File: src/rtl/lcd_char_ctrl_if.sv
// lcd_char_ctrl_if: valid/ready request stream between user logic and the
// character LCD controller. The master owns valid/cmd/data and the
// controller (slave) owns ready.
interface lcd_char_ctrl_if;
    logic       in_valid;
    logic       in_ready;
    logic       in_cmd;
    logic [7:0] in_data;

    modport master (
        output in_valid,
        output in_cmd,
        output in_data,
        input  in_ready
    );

    modport slave (
        input  in_valid,
        input  in_cmd,
        input  in_data,
        output in_ready
    );
endinterface

File: src/rtl/lcd_char_ctrl.sv
// lcd_char_ctrl: HD44780-class character LCD controller, 8-bit parallel mode.
// Runs power-up delay and the init sequence (0x38, 0x0C, 0x06, 0x01), then
// accepts characters/commands on a valid/ready stream, generates E pulses
// from cycle-count parameters and tracks the cursor position.
// Optional feature macro: LCD_AUTOWRAP_EN -- when defined, a character that
// fills the last column triggers an internal set-address write (REPOS) to
// the start of the next line; when undefined the column saturates at COLS
// and further characters are swallowed without an E pulse.
module lcd_char_ctrl #(
    parameter int unsigned E_HIGH_CYC   = 50,
    parameter int unsigned E_LOW_CYC    = 50,
    parameter int unsigned CMD_WAIT_CYC = 2000,
    parameter int unsigned CLR_WAIT_CYC = 80000,
    parameter int unsigned POWERUP_CYC  = 750000,
    parameter int unsigned COLS         = 16,
    parameter int unsigned ROWS         = 2
) (
    input  logic                      clk,
    input  logic                      rst,
    lcd_char_ctrl_if.slave            req,
    output logic [7:0]                lcd_data,
    output logic                      lcd_rs,
    output logic                      lcd_rw,
    output logic                      lcd_e,
    output logic                      init_done,
    output logic                      busy,
    output logic                      cur_row,
    output logic [$clog2(COLS+1)-1:0] cur_col
);

    localparam int unsigned     CW     = $clog2(COLS + 1);
    localparam logic [CW-1:0]   COLS_W = CW'(COLS);

    typedef enum logic [2:0] {
        S_PWRUP  = 3'd0,
        S_INIT   = 3'd1,
        S_IDLE   = 3'd2,
        S_SETUP  = 3'd3,
        S_EHIGH  = 3'd4,
        S_ELOW   = 3'd5,
        S_SETTLE = 3'd6
`ifdef LCD_AUTOWRAP_EN
        , S_REPOS = 3'd7
`endif
    } state_t;

    state_t          state_q;
    logic [31:0]     cnt_q;
    logic [1:0]      init_idx_q;
    logic [7:0]      lcd_data_q;
    logic            lcd_rs_q;
    logic            lcd_e_q;
    logic            init_done_q;
    logic            in_ready_q;
    logic            busy_q;
    logic            cur_row_q;
    logic [CW-1:0]   cur_col_q;

    logic            wr_clr_s;
    logic            cur_row_d;
    logic [CW-1:0]   cur_col_d;
`ifdef LCD_AUTOWRAP_EN
    logic            wrap_s;
`else
    logic            drop_s;
`endif

    // Fixed init command table, indexed by the init step.
    function automatic logic [7:0] init_cmd(input logic [1:0] idx);
        logic [7:0] c;
        case (idx)
            2'd0:    c = 8'h38;
            2'd1:    c = 8'h0C;
            2'd2:    c = 8'h06;
            default: c = 8'h01;
        endcase
        return c;
    endfunction

    // Cursor position that results from the write currently on the bus.
    always_comb begin
        wr_clr_s  = (lcd_rs_q == 1'b0) && (lcd_data_q >= 8'h01) && (lcd_data_q <= 8'h03);
        cur_row_d = cur_row_q;
        cur_col_d = cur_col_q;
        if (lcd_rs_q) begin
            if (cur_col_q < COLS_W) begin
                cur_col_d = cur_col_q + CW'(1'b1);
            end else begin
                cur_col_d = cur_col_q;
            end
        end else if (wr_clr_s) begin
            cur_row_d = 1'b0;
            cur_col_d = {CW{1'b0}};
        end else if (lcd_data_q[7]) begin
            cur_row_d = lcd_data_q[6] && (ROWS == 32'd2);
            cur_col_d = CW'(lcd_data_q[5:0]);
        end else begin
            cur_row_d = cur_row_q;
            cur_col_d = cur_col_q;
        end
`ifdef LCD_AUTOWRAP_EN
        wrap_s = lcd_rs_q && (cur_col_d == COLS_W);
`else
        drop_s = (req.in_cmd == 1'b0) && (cur_col_q >= COLS_W);
`endif
    end

    // Main sequencer: power-up, init, request handling, E pulse timing.
    always_ff @(posedge clk or posedge rst) begin
        if (rst) begin
            state_q     <= S_PWRUP;
            cnt_q       <= POWERUP_CYC - 32'd1;
            init_idx_q  <= 2'd0;
            lcd_data_q  <= 8'h00;
            lcd_rs_q    <= 1'b0;
            lcd_e_q     <= 1'b0;
            init_done_q <= 1'b0;
            in_ready_q  <= 1'b0;
            busy_q      <= 1'b1;
            cur_row_q   <= 1'b0;
            cur_col_q   <= {CW{1'b0}};
        end else begin
            case (state_q)
                S_PWRUP: begin
                    if (cnt_q == 32'd0) begin
                        state_q <= S_INIT;
                    end else begin
                        cnt_q <= cnt_q - 32'd1;
                    end
                end
                S_INIT: begin
                    lcd_data_q <= init_cmd(init_idx_q);
                    lcd_rs_q   <= 1'b0;
                    cnt_q      <= 32'd0;
                    state_q    <= S_SETUP;
                end
                S_IDLE: begin
                    if (in_ready_q && req.in_valid) begin
                        in_ready_q <= 1'b0;
                        busy_q     <= 1'b1;
                        cnt_q      <= 32'd0;
`ifdef LCD_AUTOWRAP_EN
                        lcd_data_q <= req.in_data;
                        lcd_rs_q   <= ~req.in_cmd;
                        state_q    <= S_SETUP;
`else
                        // Line full: swallow the character, ready again next cycle.
                        if (drop_s) begin
                            state_q <= S_IDLE;
                        end else begin
                            lcd_data_q <= req.in_data;
                            lcd_rs_q   <= ~req.in_cmd;
                            state_q    <= S_SETUP;
                        end
`endif
                    end else begin
                        in_ready_q <= init_done_q;
                        busy_q     <= ~init_done_q;
                    end
                end
                S_SETUP: begin
                    lcd_e_q <= 1'b1;
                    cnt_q   <= E_HIGH_CYC - 32'd1;
                    state_q <= S_EHIGH;
                end
                S_EHIGH: begin
                    if (cnt_q == 32'd0) begin
                        lcd_e_q <= 1'b0;
                        cnt_q   <= E_LOW_CYC - 32'd1;
                        state_q <= S_ELOW;
                    end else begin
                        cnt_q <= cnt_q - 32'd1;
                    end
                end
                S_ELOW: begin
                    if (cnt_q == 32'd0) begin
                        cnt_q   <= wr_clr_s ? (CLR_WAIT_CYC - 32'd1) : (CMD_WAIT_CYC - 32'd1);
                        state_q <= S_SETTLE;
                    end else begin
                        cnt_q <= cnt_q - 32'd1;
                    end
                end
                S_SETTLE: begin
                    if (cnt_q == 32'd0) begin
                        cur_row_q <= cur_row_d;
                        cur_col_q <= cur_col_d;
                        cnt_q     <= 32'd0;
                        if (!init_done_q) begin
                            if (init_idx_q == 2'd3) begin
                                init_done_q <= 1'b1;
                                cur_row_q   <= 1'b0;
                                cur_col_q   <= {CW{1'b0}};
                                in_ready_q  <= 1'b1;
                                busy_q      <= 1'b0;
                                state_q     <= S_IDLE;
                            end else begin
                                init_idx_q <= init_idx_q + 2'd1;
                                state_q    <= S_INIT;
                            end
`ifdef LCD_AUTOWRAP_EN
                        end else if (wrap_s) begin
                            state_q <= S_REPOS;
`endif
                        end else begin
                            in_ready_q <= 1'b1;
                            busy_q     <= 1'b0;
                            state_q    <= S_IDLE;
                        end
                    end else begin
                        cnt_q <= cnt_q - 32'd1;
                    end
                end
`ifdef LCD_AUTOWRAP_EN
                S_REPOS: begin
                    // Set DDRAM address to the start of the following line.
                    lcd_data_q <= ((ROWS == 32'd2) && !cur_row_q) ? 8'hC0 : 8'h80;
                    lcd_rs_q   <= 1'b0;
                    cnt_q      <= 32'd0;
                    state_q    <= S_SETUP;
                end
`endif
                default: begin
                    lcd_e_q    <= 1'b0;
                    in_ready_q <= 1'b0;
                    busy_q     <= 1'b1;
                    cnt_q      <= POWERUP_CYC - 32'd1;
                    state_q    <= S_PWRUP;
                end
            endcase
        end
    end

    assign req.in_ready = in_ready_q;
    assign lcd_data     = lcd_data_q;
    assign lcd_rs       = lcd_rs_q;
    assign lcd_rw       = 1'b0;
    assign lcd_e        = lcd_e_q;
    assign init_done    = init_done_q;
    assign busy         = busy_q;
    assign cur_row      = cur_row_q;
    assign cur_col      = cur_col_q;

endmodule

File: src/flat_wrapper.sv
// flat-port wrapper written by rule: the top's interface ports become plain ports
module lcd_char_ctrl_flat 
#(
    parameter int unsigned E_HIGH_CYC   = 50,
    parameter int unsigned E_LOW_CYC    = 50,
    parameter int unsigned CMD_WAIT_CYC = 2000,
    parameter int unsigned CLR_WAIT_CYC = 80000,
    parameter int unsigned POWERUP_CYC  = 750000,
    parameter int unsigned COLS         = 16,
    parameter int unsigned ROWS         = 2
)
  (clk, rst, lcd_data, lcd_rs, lcd_rw, lcd_e, init_done, busy, cur_row, cur_col, req_in_valid, req_in_cmd, req_in_data, req_in_ready);
  lcd_char_ctrl_if req_i ();
  input  logic clk;
  input  logic rst;
  output logic [7:0] lcd_data;
  output logic lcd_rs;
  output logic lcd_rw;
  output logic lcd_e;
  output logic init_done;
  output logic busy;
  output logic cur_row;
  output logic [$clog2(COLS+1)-1:0] cur_col;
  input wire logic [$bits(req_i.in_valid)-1:0] req_in_valid;
  input wire logic [$bits(req_i.in_cmd)-1:0] req_in_cmd;
  input wire logic [$bits(req_i.in_data)-1:0] req_in_data;
  output wire logic [$bits(req_i.in_ready)-1:0] req_in_ready;
  assign req_i.in_valid = req_in_valid;
  assign req_i.in_cmd = req_in_cmd;
  assign req_i.in_data = req_in_data;
  assign req_in_ready = req_i.in_ready;
  lcd_char_ctrl #(.E_HIGH_CYC(E_HIGH_CYC), .E_LOW_CYC(E_LOW_CYC), .CMD_WAIT_CYC(CMD_WAIT_CYC), .CLR_WAIT_CYC(CLR_WAIT_CYC), .POWERUP_CYC(POWERUP_CYC), .COLS(COLS), .ROWS(ROWS)) u_core (.clk(clk), .rst(rst), .req(req_i), .lcd_data(lcd_data), .lcd_rs(lcd_rs), .lcd_rw(lcd_rw), .lcd_e(lcd_e), .init_done(init_done), .busy(busy), .cur_row(cur_row), .cur_col(cur_col));
endmodule
File: config.mk
export PLATFORM = sky130hd
export DESIGN_NAME = lcd_char_ctrl_flat
export DESIGN_NICKNAME = d
export VERILOG_FILES = /design/src/rtl/lcd_char_ctrl_if.sv /design/src/rtl/lcd_char_ctrl.sv /design/src/flat_wrapper.sv
export SDC_FILE = /design/constraint.sdc
export NUM_CORES = 1
export LEC_CHECK = 0
export CAP_MARGIN = 20
export CORE_MARGIN = 2
export CORE_UTILIZATION = 50
export CTS_BUF_LIST = sky130_fd_sc_hd__clkbuf_16
export DETAILED_ROUTE_END_ITERATION = 10
export PLACE_DENSITY = 0.68
export SLEW_MARGIN = 10
export SYNTH_ARGS = -nofsm -noshare
export SYNTH_HDL_FRONTEND = slang
export SYNTH_SLANG_ARGS = --single-unit
File: constraint.sdc
create_clock -name clk -period 3.19 [get_ports clk]
set_input_delay 0.638 -clock clk [delete_from_list [all_inputs] [get_ports clk]]
set_output_delay 0.638 -clock clk [all_outputs]
set_load 0.02 [all_outputs]
## Word level (Yosys, flattened, before mapping)

Index checks and enable logic that the tools add are counted.

| word-level totals | value |
|---|---|
| bits in registers | 56 |
| input bits | 12 |
| output and inout bits | 20 |

| operators by class | value |
|---|---|
| $add $sub $neg | 3 |
| order comparisons | 4 |
| equality and inequality tests | 17 |
| multiplexer cells | 48 |
| bitwise logic cells | 6 |
| reductions and logical operators | 17 |

Operator list:

| cell | number |
|---|---|
| case mux 32 bit (7 select lines) | 1 |
| two-way mux 32 bit | 5 |
| zero test 32 bit | 1 |
| subtractor 32 x 1 -> 32 bit, second input constant | 1 |
| two-way mux 5 bit | 6 |
| case mux 3 bit (7 select lines) | 1 |
| two-way mux 1 bit | 19 |
| case mux 6 bit (3 select lines) | 1 |
| two-way mux 17 bit | 1 |
| two-way mux 8 bit | 2 |
| case mux 8 bit (2 select lines) | 1 |
| two-way mux 3 bit | 5 |
| != test 2 x 1 -> 1 bit, second input constant | 5 |
| OR reduction 5 bit | 2 |
| equality test 3 bit, second input constant | 3 |
| case mux 1 bit (3 select lines) | 3 |
| >= comparator 8 x 1 -> 1 bit, second input constant | 1 |
| <= comparator 8 x 2 -> 1 bit, second input constant | 1 |
| equality test 3 x 2 -> 1 bit, second input constant | 2 |
| inverter 1 bit | 6 |
| AND reduction 2 bit | 3 |
| AND reduction 3 bit | 2 |
| adder 5 x 1 -> 5 bit, second input constant | 1 |
| >= comparator 5 bit, second input constant | 1 |
| 15 further kinds | 21 |

## Longest topological paths before layout

| logic depth | value |
|---|---|
| word-level depth | 7 |
| depth in mapped cells | 10 |
| mapped depth without buffers | 8 |

## Least setup slack after synthesis

Ideal clock, no wire load.

| timing path | value |
|---|---|
| path type | register -> register |
| from | register u_core.cnt_q[15] |
| to | register u_core.init_idx_q[1] |
| library setup time | 125 ps |
| arrival | 2,398 ps |
| path slack | 667 ps |
| cell stages (with the launch flop) | 8 |
| path buffers | 1 |
| path through | dfrtp_1 > or4_4 > or3_1 > buf_4 > nor3_4 > and3_4 > nand2_2 > mux2_4 |

| between the ends | value |
|---|---|
| word-level cells in the longest chain between the ends | 2 |

Ends and longest elaborated chain:

| what | line | text |
|---|---|---|
| from (decl) | lcd_char_ctrl.sv:48 | `logic [31:0] cnt_q;` |
| from (signal assigned) | lcd_char_ctrl.sv:112 | `cnt_q <= POWERUP_CYC - 32'd1;` |
| from (signal assigned) | lcd_char_ctrl.sv:128 | `cnt_q <= cnt_q - 32'd1;` |
| from (signal assigned) | lcd_char_ctrl.sv:163 | `cnt_q <= E_HIGH_CYC - 32'd1;` |
| zero test 32 bit | lcd_char_ctrl.sv:184 | `if (cnt_q == 32'd0) begin` |
| AND reduction 4 bit (no source line) | n/a |  |
| to (signal assigned) | lcd_char_ctrl.sv:197 | `init_idx_q <= init_idx_q + 2'd1;` |
| to (decl) | lcd_char_ctrl.sv:49 | `logic [1:0] init_idx_q;` |

Every way passes these cells.
A chain may end at the register's enable or synchronous reset.

## Worst setup path after layout

| timing path | value |
|---|---|
| from | register u_core.cnt_q[15] |
| to | register u_core.cnt_q[26] |

| between the ends | value |
|---|---|
| word-level cells in the longest chain between the ends | 3 |
| elaborated cells between the ends (all ways) | 9 |

Ends and longest elaborated chain:

| what | line |
|---|---|
| subtractor 32 x 1 -> 32 bit / zero test 32 bit (equally long branches) | n/a |
| two-way mux 32 bit (tied with other cells) | lcd_char_ctrl.sv:184 |
| case mux 32 bit (7 select lines) / AND reduction 2 bit (equally long branches) | n/a |

Several ways; a longest one is shown, not always the timed one. The select of a mux whose other input is x is not followed.

==> flow_metrics.py <==
metrics = {
    "outcome": {
        "status": "complete, no violations",
    },
    "sta": {
        "rsz0062_at_grt": "no",
        "clock_skew_ns": 0.00546,
        "setup_violations": 0,
        "hold_viol": 0,
        "slew_headroom_pct": 52.9,
        "min_period_ns": 2.79,
        "slew_violations": 0,
        "timing.hold.ws_ns": 0.487,
        "fmax_mhz": 359,
        "worstMarginPinSlew_ns": 0.707,
        "finalCritPeriodShare_pct": 87.3,
        "totalNegativeSetupSlack_ns": 0,
    },
    "pwr": {
        "p_seq_share_pct": 56.1,
        "power.leakage_nw": 1.80,
        "p_switching_mw": 0.260,
        "clockPowerShare_pct": 41.6,
        "p_comb_share_pct": 2.4,
        "power.internal_mw": 1.01,
        "vdd_drop_max_mv": 0.232,
        "swShare_pct": 20.5,
        "power_density_nw_per_um2": 307,
    },
    "final_layout": {
        "stdcell_count": 538,
        "drive_above_1_share_pct": 14.7,
        "diodes": 0,
        "syn_to_final_growth_pct": 18.0,
        "multi_input_area_um2": 1910,
        "nFillCells": 603,
        "fin_nets": 459,
        "ff_latch_area_um2": 1420,
    },
    "global_route": {
        "grt_pass1_vias": 2947,
        "grt_start_max_net_pins": 57,
        "grt_overflow": 0,
        "grt_pass1_wl_um": 14600,
        "grt_antenna_before_repair": 0,
        "grt_use_total_pct": 24.0,
    },
    "worst_setup_path": {
        "critical_path_class": "reg -> reg",
        "crit_fanout": 11,
        "cp-start-kind": "flip-flop",
        "required_ns": 3.37,
        "endpoint_kind": "flip-flop",
        "cp.arrival_ns": 2.96,
        "reg2reg_depth": 7,
    },
    "yosys": {
        "async_flop_share_pct": 100,
        "synth.most_common_cell": "nor2_1",
        "synthesis.instances": 402,
        "netlist_area_um2": 3500,
        "ys_top_cells_by_count": "49 x nor2_1, 42 x dfrtp_1, 38 x a21oi_1",
        "ys_seq_area_share_pct": 40.6,
        "synth_ff_type": "dfrtp_1",
        "ys_top_cells_by_area": "dfrtp_1 30%, dfstp_2 11%, a21oi_1 5.4%, nor2_1 5.3%, o21ai_0 3.9%",
        "synth_top_area_share_pct": 30.1,
        "synth_seq_cells": 56,
        "synth_edf_count": 0,
        "synth_warnings": 0,
        "ys_types": 74,
        "avgSynthCellArea_um2": 8.70,
        "yosysTopAreaCell": "dfrtp_1",
        "synth_nets": 420,
    },
    "cts": {
        "insertion_delay_ns": 0.29,
        "cts_sinks": 56,
        "clk_path_buf_depth": 2,
        "cts_setup_buffers": 0,
        "post_cts_resized": 0,
        "clock-root-buffer": "clkbuf_16",
        "cts_hold_buf": 0,
        "cts_buffers": 5,
        "cts_max_level": 2,
        "clkTransAtPathRegs_ns": 0.07,
        "cts_tree": "yes",
    },
    "route": {
        "wl_per_cell_um": 16.2,
        "drtIter0Drc": 294,
        "wl_um": 8740,
        "vias": 3236,
        "viasPerCell": 6.01,
        "ant_nets": 0,
        "drt_pass1_iterations": 5,
        "drc": 0,
    },
    "die": {
        "core_um2": 6790,
        "initial_core_util_pct": 51.5,
        "die_w_um": 87.6,
        "num_rows": 30,
        "die_area_um2": 7680,
        "die_h_um": 87.6,
        "ios": 32,
    },
    "hold_path": {
        "min_path_cells": 1,
        "hp-class": "reg -> reg",
    },
    "placement": {
        "post-place-cells": 530,
        "dp_hpwl_um": 6330,
        "gp_congestion": 0.879,
        "io_buffers": 30,
    },
    "job": {
        "cap_violations": 0,
    },
}
==> path summary, 6_finish.rpt <==
check                                 start                   end  slack (ns)
setup / recovery           u_core.cnt_q[15]      u_core.cnt_q[26]        0.40
hold / removal             u_core.cnt_q[14]      u_core.cnt_q[14]        0.49
setup reg to reg           u_core.cnt_q[15]      u_core.cnt_q[26]        0.40
hold reg to reg            u_core.cnt_q[14]      u_core.cnt_q[14]        0.49
max in group asynchronous               rst     u_core.state_q[2]        1.86
min in group asynchronous               rst  u_core.init_idx_q[0]        0.86
==> power groups by stage <==
| stage | Clock [mW] | Combinational [mW] | Sequential [mW] |
|---|---|---|---|
| after floorplan | 0 | 0.0131 | 0.724 |
| after global placement | 0 | 0.0314 | 0.724 |
| after detailed placement | 0 | 0.0314 | 0.724 |
| after CTS | 0.536 | 0.0314 | 0.710 |
| after global routing | 0.574 | 0.0344 | 0.710 |
| final | 0.527 | 0.0302 | 0.711 |
==> layout make-up <==
cell class	instances	share of cell area [%]
inverter	19	1.73
clock inverter	3	0.273
timing repair buffer	52	11.3
clock buffer	5	3.03
sequential	56	34.4
tap	96	2.91
multi-input combinational	307	46.4
==> worst max-delay path: stages (launching register included) <==
cell and delay [ns]:
dfrtp_1 0.43, or4_4 0.60, or3_1 0.55, o311ai_2 0.50
nand2_2 0.17, nor2_2 0.16, buf_4 0.20, nor2_1 0.07
==> logic make-up (layout without fill, tap and decap cells) <==
kind of cell | Yosys count | in the layout | synth area share [%]
multiplexers | 6 | 6 | 1.90
XOR/XNOR | 16 | 16 | 4.01
buffers and inverters | 39 | 79 | 4.87
other | 1 | 1 | 0.107
AO/OA/AOI/OAI | 115 | 115 | 21.7
adder cells (fa/ha/maj) | 6 | 6 | 2.15
AND/OR/NAND/NOR | 163 | 163 | 24.7
flip-flops | 56 | 56 | 40.6
==> cell usage in the layout (no fill, tap or decap), drive strengths merged, types with 3 or more instances in the layout <==
cell | synthesis | layout
dfstp | 14 | 14
o311ai | 3 | 3
and3 | 3 | 3
xnor2 | 9 | 9
nand3 | 10 | 10
a2bb2oi | 4 | 4
nor3 | 16 | 16
o21ai | 27 | 27
nand2b | 5 | 5
xor2 | 7 | 7
o221ai | 3 | 3
ha | 6 | 6
nor2 | 50 | 50
clkdlybuf4s50 | 0 | 30
o211ai | 4 | 4
mux2i | 4 | 4
dfrtp | 42 | 42
inv | 18 | 20
and2 | 3 | 3
clkbuf | 12 | 5
nand2 | 36 | 36
buf | 8 | 22
nand4 | 9 | 9
or3 | 4 | 4
nor4 | 11 | 11
a31oi | 7 | 7
nor2b | 4 | 4
o41ai | 3 | 3
a21oi | 38 | 38
or4 | 3 | 3
==> per-layer routing <==
metal	GRT usage (%)	share of wire [%]	up-vias
met1	37.8	49	1542
met5	0	0	-
li1	-	-	1545
met3	3.39	6.0	20
met2	33.5	42	129
met4	7.97	2.4	0
==> state kept, by name (all words and copies together) (netlist names), 2 cells and up <==
name and flops:
u_core.lcd_data 8, u_core.init_idx_q 2, u_core.state_q 3, u_core.cur_col 5, u_core.cnt_q 32
==> stage by stage <==
step	area [um2]	total power [mW]	worst slack, ns	util [%]
6_report	4130	1.27	0.404	60.7
3_3_place_gp	3990	0.755	0.547	58.7
3_5_place_dp	3990	0.755	0.447	58.7
5_1_grt	4130	1.32	0.257	60.7
2_1_floorplan	3500	0.737	0.667	-
4_1_cts	4130	1.28	0.426	60.7
(Power assumes the default switching activity.)
